### src/rtl/fetch_unit_pkg.sv
// Shared widths, defaults and the fetch-queue entry type for the fetch stage.
package fetch_unit_pkg;

  localparam int INSTR_MEM_IDX_W = 8;
  localparam int INSTR_W         = 32;
  localparam int FQ_DEPTH_DEFAULT = 4;
  localparam logic [INSTR_MEM_IDX_W-1:0] RESET_PC_DEFAULT = '0;

  // One buffered fetch: the instruction, where it came from, and whether
  // the front end predicted it taken.
  typedef struct packed {
    logic [INSTR_W-1:0]         instr;
    logic [INSTR_MEM_IDX_W-1:0] pc;
    logic                       pred_taken;
  } fq_entry_t;

endpackage

### src/rtl/fetch_queue.sv
// In-order FIFO of fetch entries between the PC stage and decode.
// Handshake: an entry moves out when the consumer sees !empty_o and raises
// pop_i in the same cycle; push_i must only be raised when a slot is free
// (not full, or a pop happens in the same cycle). flush_i wins over both.
module fetch_queue
  import fetch_unit_pkg::*;
#(
  parameter int DEPTH = FQ_DEPTH_DEFAULT
) (
  input  logic                           clk,
  input  logic                           rst,
  input  logic                           push_i,
  input  logic                           pop_i,
  input  logic                           flush_i,
  input  fq_entry_t                      wdata_i,
  output fq_entry_t                      rdata_o,
  output logic [$clog2(DEPTH+1)-1:0]     count_o,
  output logic                           full_o,
  output logic                           empty_o
);

  localparam int PTR_W = $clog2(DEPTH);
  localparam int CNT_W = $clog2(DEPTH+1);

  fq_entry_t          mem_q [DEPTH];
  logic [PTR_W-1:0]   head_q, head_d;
  logic [PTR_W-1:0]   tail_q, tail_d;
  logic [CNT_W-1:0]   count_q, count_d;
  logic               do_push, do_pop;

  // Flush overrides push and pop; pointers wrap naturally at DEPTH.
  always_comb begin
    do_push = push_i & ~flush_i;
    do_pop  = pop_i & ~flush_i & (count_q != '0);
    head_d  = head_q;
    tail_d  = tail_q;
    count_d = count_q;
    if (flush_i) begin
      head_d  = '0;
      tail_d  = '0;
      count_d = '0;
    end else begin
      if (do_push) tail_d = tail_q + PTR_W'(1);
      if (do_pop)  head_d = head_q + PTR_W'(1);
      if (do_push && !do_pop)      count_d = count_q + CNT_W'(1);
      else if (do_pop && !do_push) count_d = count_q - CNT_W'(1);
    end
  end

  // Pointer and occupancy registers.
  always_ff @(posedge clk or posedge rst) begin
    if (rst) begin
      head_q  <= '0;
      tail_q  <= '0;
      count_q <= '0;
    end else begin
      head_q  <= head_d;
      tail_q  <= tail_d;
      count_q <= count_d;
    end
  end

  // Entry storage; contents are meaningless while the slot is not counted.
  always_ff @(posedge clk) begin
    if (do_push) mem_q[tail_q] <= wdata_i;
  end

  assign count_o = count_q;
  assign full_o  = (count_q == CNT_W'(DEPTH));
  assign empty_o = (count_q == '0);
  // Empty queue presents zeros so decode never sees stale entries.
  assign rdata_o = empty_o ? '0 : mem_q[head_q];

endmodule

### src/rtl/fetch_unit.sv
// Fetch stage: owns the PC, picks the next PC from the BTB/predictor, and
// buffers fetched instructions for decode. Decode handshake: the head entry
// is taken when dec_valid & dec_ready; a redirect flushes and ignores it.
module fetch_unit
  import fetch_unit_pkg::*;
#(
  parameter int                          FQ_DEPTH = FQ_DEPTH_DEFAULT,
  parameter logic [INSTR_MEM_IDX_W-1:0]  RESET_PC = RESET_PC_DEFAULT
) (
  input  logic                        clk,
  input  logic                        rst,
  output logic [INSTR_MEM_IDX_W-1:0]  fetch_pc,
  input  logic                        pred_taken,
  input  logic                        btb_hit,
  input  logic [INSTR_MEM_IDX_W-1:0]  btb_target,
  input  logic [INSTR_W-1:0]          imem_rdata,
  input  logic                        redirect_valid,
  input  logic [INSTR_MEM_IDX_W-1:0]  redirect_pc,
  output logic                        dec_valid,
  output logic [INSTR_W-1:0]          dec_instr,
  output logic [INSTR_MEM_IDX_W-1:0]  dec_pc,
  output logic                        dec_pred_taken,
  input  logic                        dec_ready
);

  localparam int CNT_W = $clog2(FQ_DEPTH+1);

  logic [INSTR_MEM_IDX_W-1:0] pc_q, pc_d;
  logic                       eff_taken;
  logic                       handshake;
  logic                       can_push;
  logic                       push, pop;
  fq_entry_t                  fq_wdata, fq_rdata;
  logic [CNT_W-1:0]           fq_count;
  logic                       fq_full, fq_empty;
  logic                       unused_count;

  // Next-PC selection with redirect taking priority over fetch and stall.
  always_comb begin
    // Without a BTB target a taken prediction cannot be followed.
    eff_taken = pred_taken & btb_hit;
    handshake = ~fq_empty & dec_ready;
    // A same-cycle pop frees the slot, so a full queue can still accept.
    can_push  = ~fq_full | handshake;
    push      = can_push & ~redirect_valid;
    pop       = handshake & ~redirect_valid;
    pc_d      = pc_q;
    if (redirect_valid)  pc_d = redirect_pc;
    else if (can_push)   pc_d = eff_taken ? btb_target : pc_q + INSTR_MEM_IDX_W'(1);
    fq_wdata.instr      = imem_rdata;
    fq_wdata.pc         = pc_q;
    fq_wdata.pred_taken = eff_taken;
  end

  // Program counter register.
  always_ff @(posedge clk or posedge rst) begin
    if (rst) pc_q <= RESET_PC;
    else     pc_q <= pc_d;
  end

  fetch_queue #(
    .DEPTH (FQ_DEPTH)
  ) u_fetch_queue (
    .clk     (clk),
    .rst     (rst),
    .push_i  (push),
    .pop_i   (pop),
    .flush_i (redirect_valid),
    .wdata_i (fq_wdata),
    .rdata_o (fq_rdata),
    .count_o (fq_count),
    .full_o  (fq_full),
    .empty_o (fq_empty)
  );

  assign unused_count   = ^fq_count;
  assign fetch_pc       = pc_q;
  assign dec_valid      = ~fq_empty;
  assign dec_instr      = fq_rdata.instr;
  assign dec_pc         = fq_rdata.pc;
  assign dec_pred_taken = fq_rdata.pred_taken;

endmodule

### config.mk
export PLATFORM = sky130hd
export DESIGN_NAME = fetch_unit
export DESIGN_NICKNAME = d
export VERILOG_FILES = /design/src/rtl/fetch_unit_pkg.sv /design/src/rtl/fetch_queue.sv /design/src/rtl/fetch_unit.sv
export SDC_FILE = /design/constraint.sdc
export NUM_CORES = 1
export LEC_CHECK = 0
export ABC_AREA = 1
export CELL_PAD_IN_SITES_DETAIL_PLACEMENT = 0
export CELL_PAD_IN_SITES_GLOBAL_PLACEMENT = 1
export CORE_AREA = 2 2 153 155
export DETAILED_ROUTE_END_ITERATION = 10
export DIE_AREA = 0 0 155 157
export HOLD_SLACK_MARGIN = 0.1
export PLACE_DENSITY = 0.74
export SLEW_MARGIN = 20
export SYNTH_ARGS = -nofsm -noshare
export SYNTH_HDL_FRONTEND = slang
export SYNTH_SLANG_ARGS = --single-unit
### constraint.sdc
create_clock -name clk -period 3 [get_ports clk]
set_input_delay 0.45 -clock clk [delete_from_list [all_inputs] [get_ports clk]]
set_output_delay 0.45 -clock clk [all_outputs]
set_load 0.05 [all_outputs]
Yosys cells after proc, flatten, opt, wreduce, memory -nomap -nowiden
Memory sizes are Yosys's and may differ from the RTL's.
Cells that the tools add are included.
- $add $sub $neg: 5
- equality and inequality tests: 1
- mux-type cells: 13
- bitwise logic cells: 11
- reductions and logical operators: 10
- operators by type and width (operator ; number):
    $mux 41 ; 1
    $mux 8 ; 3
    $mux 3 ; 3
    $add 8x1->8 const B ; 1
    $mux 2 ; 4
    $and 1x1->1 ; 7
    $reduce_bool 2->1 ; 3
    $reduce_bool 3->1 ; 2
    $add 2x1->2 const B ; 2
    $add 3x1->3 const B ; 1
    $eq 3x3->1 const B ; 1
    $logic_not 3->1 ; 1
    $not 1->1 ; 3
    $sub 3x1->3 const B ; 1
    $logic_and 1x1->1 ; 2
    $logic_not 1->1 ; 2
    $mux 1 ; 2
    $or 1x1->1 ; 1
- bits in registers: 15
- bits in writable memories: 164
- bits of input ports: 54
- output and inout port bits: 50
- logic and storage cells: 45
- memories: 1
- memory list (name ; depth ; bits a word ; read ports ; clocked after Yosys merged registers in ; wr ports ; RTL line ; source):
    u_fetch_queue.mem_q ; 4 ; 41 ; 1 ; 0 ; 1 ; fetch_queue.sv:25 ; fq_entry_t mem_q [DEPTH];

Depth between registers and ports, before layout
Gate-level depths: netlist of the first run.
- depth after elaboration: 11
- depth in mapped cells: 11

Cells and area by module
Synthesis of the first run repeated with hierarchy kept, for this count alone.
- cells, all modules: 660
- area total of the unflattened synthesis: 7527.2 µm²
- modules (own cells, without submodules) (module ; instances ; cells each ; area an instance (µm²) ; sequential area each (µm²)):
    fetch_queue ; 1 ; 549 ; 6844.1 ; 5099.9
    fetch_unit ; 1 ; 111 ; 683.2 ; 200.2

Worst setup path before layout of the first run
No wires, ideal clock.
- path kind: input to register
- start point: in redirect_valid
- end point: mem u_fetch_queue.mem_q[0][0] in the netlist's numbering (enable)
- setup time: 0.439 ns
- arrival: 2.579 ns
- slack: -0.019 ns
- stages on the path: 4
- path through: buf_2 -> inv_2 -> nand2_4 -> nor2_1
- longest elaborated chain between the ends: 5
- RTL lines (what ; RTL line ; source):
    from (decl) ; fetch_unit.sv:17 ; input logic redirect_valid,
    $not 1->1 (*) ; fetch_queue.sv:33, fetch_unit.sv:45 ;
    $and 1x1->1 ; fetch_unit.sv:45 ; push = can_push & ~redirect_valid;
    $and 1x1->1 (*) ; fetch_queue.sv:33 ; do_push = push_i & ~flush_i;
    $mux 1 (*) ; fetch_queue.sv:65 ; if (do_push) mem_q[tail_q] <= wdata_i;
    $mux 1 (implied by the code) (*) ; fetch_queue.sv:65 ;
    to (decl) ; fetch_queue.sv:25 ;
Every way passes the cells marked *; elsewhere a longest branch is shown, timed or not.

Worst setup path after layout of the first run
- start point: reg u_fetch_queue.head_q[0]
- end point: out dec_instr[1]
- longest elaborated chain between the ends: 2
- RTL lines (what ; RTL line ; source):
    from (decl) ; fetch_queue.sv:26 ; logic [PTR_W-1:0] head_q, head_d;
    from (signal assigned) ; fetch_queue.sv:53 ; head_q <= '0;
    from (signal assigned) ; fetch_queue.sv:57 ; head_q <= head_d;
    $mem_v2 4x41 ; -- ;
    $mux 41 ; fetch_queue.sv:72 ; assign rdata_o = empty_o ? '0 : mem_q[head_q];
    to (decl) ; fetch_unit.sv:20 ; output logic [INSTR_W-1:0] dec_instr,
Every way passes these cells.

==> results of run 1 <==
## synth_stat cells (all sizes together)
cell type	number	area, um^2
a21oi	42	210
a22oi	1	7.51
a41oi	1	8.76
buf	20	153
clkbuf	12	46.3
clkinv	1	3.75
dfrtp	15	375
edfxtp	164	4920
fa	1	20.0
ha	5	62.6
inv	30	113
nand2	53	209
nand3	8	45.0
nand4	1	6.26
nor2	185	707
o211ai	2	15.0
o21ai	95	475
o21bai	3	22.5
xor2	2	17.5
## metal layers
metal  up-vias  wire (um)  track usage (%)
met5         -          0                0
met4         0         83             4.98
met3         8        750             2.86
met2       111       8350             23.7
met1      2297       7290             18.4
li1       2434          -                -
## stage by stage
stage,worst slack [ns],instances
2_1_floorplan,-0.0187,641
3_3_place_gp,0.733,1015
3_5_place_dp,0.719,1015
4_1_cts,0.247,1047
5_1_grt,0.0892,1047
6_report,0.318,1047
## power breakdown
part	leakage, nW	internal (mW)	switching (mW)	total, mW
combinational	1.58	1.58	2.40	3.98
clock	0.283	1.25	0.949	2.20
sequential	1.69	2.99	0.103	3.09
## how the worst min path moves through the flow
stage                                    endpoint  slack (ns)               startpoint
after floorplan                       fetch_pc[0]        0.35                      rst
after global placement    u_fetch_queue.tail_q[0]        0.54  u_fetch_queue.tail_q[0]
after detailed placement  u_fetch_queue.tail_q[0]        0.56  u_fetch_queue.tail_q[0]
after CTS                             fetch_pc[4]        0.44                      rst
after global routing                  fetch_pc[2]        0.48                      rst
final                                 fetch_pc[2]        0.40                      rst
## registers in the layout, summed over array words and instances (netlist names)
| name | count |
|---|---|
| u_fetch_queue.mem_q | 164 |
| fetch_pc | 8 |
| u_fetch_queue.count_o | 3 |
| u_fetch_queue.head_q | 2 |
| u_fetch_queue.tail_q | 2 |
## kinds of logic (layout without fill, tap and decap cells)
family          count (synthesis)  in the layout  share of synthesized area (%)
fa+ha+maj                       6              6                           1.11
compound gates                144            144                           9.96
simple gates                  247            247                           13.0
flops                         179            179                           71.4
buf+inv                        63            184                           4.25
xor+xnor                        2              2                          0.236
## area by class of cell
cell class	count	area (um^2)	share of cell area [%]
repair buffers	121	1600	16.3
well taps	285	357	3.63
multi-input cells	399	1840	18.8
clock buffers	17	425	4.33
flip-flops and latches	179	5300	54.0
clock inverters	15	173	1.76
inverters	31	116	1.19
## critical path, cell delays in order (launching register included)
cell and delay [ns]:
dfrtp_2 0.38, buf_4 0.57, nor2_1 0.11, nor2_1 0.10, o21ai_0 0.09, a21oi_1 0.34
buf_12 0.19
==> run metrics, run 1 <==
outcome complete, no violations; worst slew pin tran 0.705 ns; critical path peak fanout 64; clk buf depth 2; largest net degree at the start of global routing 65; Worst EP required between 2 and 3 ns; Synth Cell Area ~7400 um^2; post-cts sizing count 0; n_diodes 0; Syn-to-layout area delta 32.3%; TritonCTS clock tree built; initial antenna violation count 0; Routed Wire Length roughly 16 mm; Die W 155 um; H-tree Lvls 4; Final ANT Viol Nets 0; achievable frequency 373 MHz; nets roughly 800; Synth Register Bits roughly 180; Seq/Total Area, Yosys a little under three quarters; starting DRC count in detailed routing between 300 and 400; # DRC 0; Period Utilization, post-route 89.4%; Avg Inst Size Synth ~12 um^2; vias post-DR a little under 5000; Final Critical Period roughly 2.7 ns; Vias/cell between 4 and 5; Post-Syn Nets 701; total of warnings raised by yosys 0; CP endpoint kind output port; # hold bufs at CTS 0; hold_ws between 0.4 and 0.5 ns; Reg clk slew, reported paths about 0.070 ns; Final Instance Area between 9000 and 10000 um^2; Die Y around 160 um; CTS Buf Count 17; skew final approximately 0.018 ns; # Post-CTS Setup Buffers 0; GRT overflow 0; Setup CP Type reg -> out; highest-count cells in the layout ignoring fill and taps nor2_1 (177), edfxtp_1 (164), clkdlybuf4s50_1 (62); routability cong. approximately 0.76; slew margin rel. 53.0%; Setup violations, final 0; post-layout power slightly above 9 mW; Unique masters post-synth 29; Root Buffer Master clkbuf_16; Critical Path Sink dec_instr[1]; Die ar. 24300 um^2; first-pass GRT wire length around 26 mm; Num Clock Sinks between 150 and 200; max_cap viols 0; max-slew violations 0; port bufs roughly 100; number of global-route vias before repair approximately 4800; Synth Instances 641; Worst setup startpoint u_fetch_queue.head_q[0]; total global-route track usage 14.2%; Top Ports ~100; most common cell after layout, fill and taps aside nor2_1; detailed-router iteration count before antenna repair 5; Worst R2R End u_fetch_queue.mem_q[1][10]; TNS Setup 0 ns; Post-DP HPWL 10.0 mm; worst r2r src u_fetch_queue.count_o[2]; RSZ-0062 raised after global routing false; layout cell share with drive strength beyond 1 between 10 and 15%; R2R Setup Slk ~1.2 ns; Startpoint Class register; core area around 23000 um^2; Min-Delay Path Class in -> async; Final Util a little over two fifths; Final Hold Viols 0; Cell Pwr Density ~940 nW/um^2; Core Rows 55; leakage 3.55 nW; wire per inst about 16 um; Initial Util between 30% and 40%; number of fillers in the final layout around 2000; VDD IR-drop max 0.000389 V; Skew-Pair Late Insertion Delay 0.43 ns; DP Area 9220 um^2; CP Data Arrival Time around 2.2 ns; Worst R2R Path Depth 6
No activity file was read; power rests on OpenSTA's default activity.
==> run 2: changes to the inputs <==
Settings changed: CORE_AREA 2 2 153 155 to 2 2 141 143, DIE_AREA 0 0 155 157 to 0 0 143 145, PLACE_DENSITY 0.74 to 0.84.
==> run 2 against run 1 <==
Register-to-register slack improved by 0.02 ns. Critical path type unchanged. Clock power fell by 2%. Largest cell class unchanged. Highest routed layer unchanged. Clock skew fell by 0.0099 ns. Non-clock buffer count fell by 4. Via count rose by 0.85%. Sequential share of layout area rose by 0.30 points. Core utilization rose by 7.2 points. Count of clock-buffer cells in the layout rose by 1. Final cell count fell by 2.3%.
==> run metrics, run 2 (same netlist as run 1, synthesis figures left out) <==
Die W 143 um (-7.7%); H-tree Lvls 4 (unchanged); detailed-router iteration count before antenna repair 5 (unchanged); Root Buffer Master clkbuf_16; P_sw 3.43 mW (-0.53%); worst slew pin tran 0.627 ns (-0.0774 ns); CP endpoint kind output port; achievable frequency 370 MHz (-0.71%); Initial Util 38.6% (+5.7 points); VDD IR-drop max 0.000484 V (+25%); Startpoint Class register; Post-DP HPWL 10.1 mm (+0.63%); Setup WS pre-CTS 0.592 ns (-0.127 ns); largest reg by FF count u_fetch_queue.mem_q; # Post-CTS Setup Buffers 0 (unchanged); crit-path cells inv_2, buf_4, o21ai_0, a21oi_1, buf_12; Worst EP required 2.55 ns (about the same); max_cap viols 0 (unchanged); # DRC 0 (unchanged); # hold bufs at CTS 0 (unchanged); Sw Share 37.2% (-0.098 points); layout cell share with drive strength beyond 1 14.1% (-0.58 points); routing usage on met3 3.66% (+0.80 points); GRT overflow 0 (unchanged); busiest grt layer met2; Syn-to-layout area delta 31.6%; Skew-Pair Late Insertion Delay 0.43 ns (about the same); initial antenna violation count 0 (unchanged); Setup violations, final 0 (unchanged); starting DRC count in detailed routing 348 (-13%); CP Data Arrival Time 2.25 ns (+0.02 ns); TritonCTS clock tree built; sequential share of power 33.5% (+0.2 points); Setup CP Type reg -> out; most common cell after layout, fill and taps aside nor2_1; Num Clock Sinks 179 (unchanged); Final Hold Viols 0 (unchanged); met1 Usage GRT 21.2% (+2.8 points); Final ANT Viol Nets 0 (unchanged); wire per inst 16.0 um (+1.7%); Die ar. 20700 um^2 (-15%); total global-route track usage 16.5% (+2.3 points); Final Critical Period 2.70 ns (+0.0193 ns); clock group share of total power 23.4% (-0.3 points); Period Utilization, post-route 90.0% (+0.64 points); Pint 5.81 mW (-0.11%); combinational share of power 43.1% (+0.2 points); Cell Pwr Density 946 nW/um^2 (+0.28%); post-layout power 9.24 mW (-0.27%); first-pass GRT wire length 26.0 mm (-0.29%); critical path peak fanout 29 (-55%); CTS Buf Count 17 (unchanged); n_diodes 0 (unchanged); TNS Setup 0 ns (unchanged); vias post-DR 4891 (+0.85%); M2 GR Usage 27.3% (+3.7 points); number of flip-flops in the largest register 164 (unchanged); number of fillers in the final layout 1609 (-20%); Reg clk slew, reported paths 0.07 ns (about the same); Core Rows 51 (-7.3%); skew final 0.00759 ns (-0.00991 ns); Vias/cell 4.78 (+3.2%); largest net degree at the start of global routing 84 (+29%); Routed Wire Length 16.4 mm (-0.64%); routability cong. 0.742 (-2.4%); slew margin rel. 58.1% (+5.1 points); max-slew violations 0 (unchanged); max incr delay on CP 0.43 ns (-0.14 ns); port bufs 103 (unchanged); RSZ-0062 raised after global routing false; hold_ws 0.386 ns (-0.0144 ns); post-cts sizing count 0 (unchanged); Top Ports 104 (unchanged); leakage 3.52 nW (-0.91%); nets 805 (-0.49%); Die Y 145 um (-7.6%); clk buf depth 2 (unchanged); core area 19200 um^2 (-15%); cell at the slowest stage of the critical path dfrtp_2; fin worst setup slack 0.299 ns (-0.0193 ns); Min-Delay Path Class in -> async; outcome complete, no violations; highest-count cells in the layout ignoring fill and taps nor2_1 (177), edfxtp_1 (164), clkdlybuf4s50_1 (62); number of global-route vias before repair 4967 (+3.8%)
run 2: changes by cell type in the layout (fill, tap and decap cells not counted):
cell | previous run | this run
buf_12 | 43 | 44
buf_4 | 16 | 11
clkbuf_1 | 0 | 1
clkinvlp_4 | 3 | 6
inv_6 | 5 | 2
inv_8 | 1 | 0
run 2: final cells by class:
class,count,area (um^2),area share [%]
flip-flops and latches,179,5300,54.3
multi-input cells,399,1840,18.9
repair buffers,117,1580,16.2
clock buffers,18,429,4.39
well taps,265,332,3.40
clock inverters,14,158,1.61
inverters,31,116,1.19
run 2: power groups by stage:
stage / Sequential (mW) / Combinational (mW) / Clock, mW
floorplan: 3.18 / 2.12 / 0
global placement: 3.14 / 4.01 / 0
detailed placement: 3.15 / 4.03 / 0
CTS: 3.10 / 4.04 / 2.20
global route: 3.12 / 4.22 / 2.30
finish: 3.09 / 3.99 / 2.16
run 2: final timing paths:
kind / start / endpoint / slack (ns) / cells after the start
hold / removal: rst / u_fetch_queue.tail_q[1] / 0.39 / 2
min in group clk: u_fetch_queue.tail_q[0] / u_fetch_queue.tail_q[0] / 0.56 / 1
setup / recovery: u_fetch_queue.head_q[0] / dec_instr[26] / 0.30 / 5
setup reg to reg: u_fetch_queue.count_o[0] / u_fetch_queue.count_o[2] / 1.22 / 9
max in group asynchronous: rst / u_fetch_queue.head_q[0] / 2.20 / 2
hold reg to reg: u_fetch_queue.tail_q[0] / u_fetch_queue.tail_q[0] / 0.56 / 1
run 2: worst max-delay path: cells and delay by family, from the launching register on:
kind            cells  cell delay [ns]
compound gates      2             0.43
flops               1             0.43
buf+inv             3             0.96
run 2: stage by stage:
step / cells / cell area, um^2 / util [%]
floorplan: 641 / 7420 / -
global placement: 991 / 9180 / 47.8
detailed placement: 991 / 9180 / 47.8
CTS: 1023 / 9770 / 50.8
global route: 1023 / 9770 / 50.8
finish: 1023 / 9770 / 50.8
run 2: routing by layer:
metal	vias up	part of all wire, %
li1	2427	-
met1	2302	43
met2	144	50
met3	18	5.0
met4	0	1.4
met5	-	0
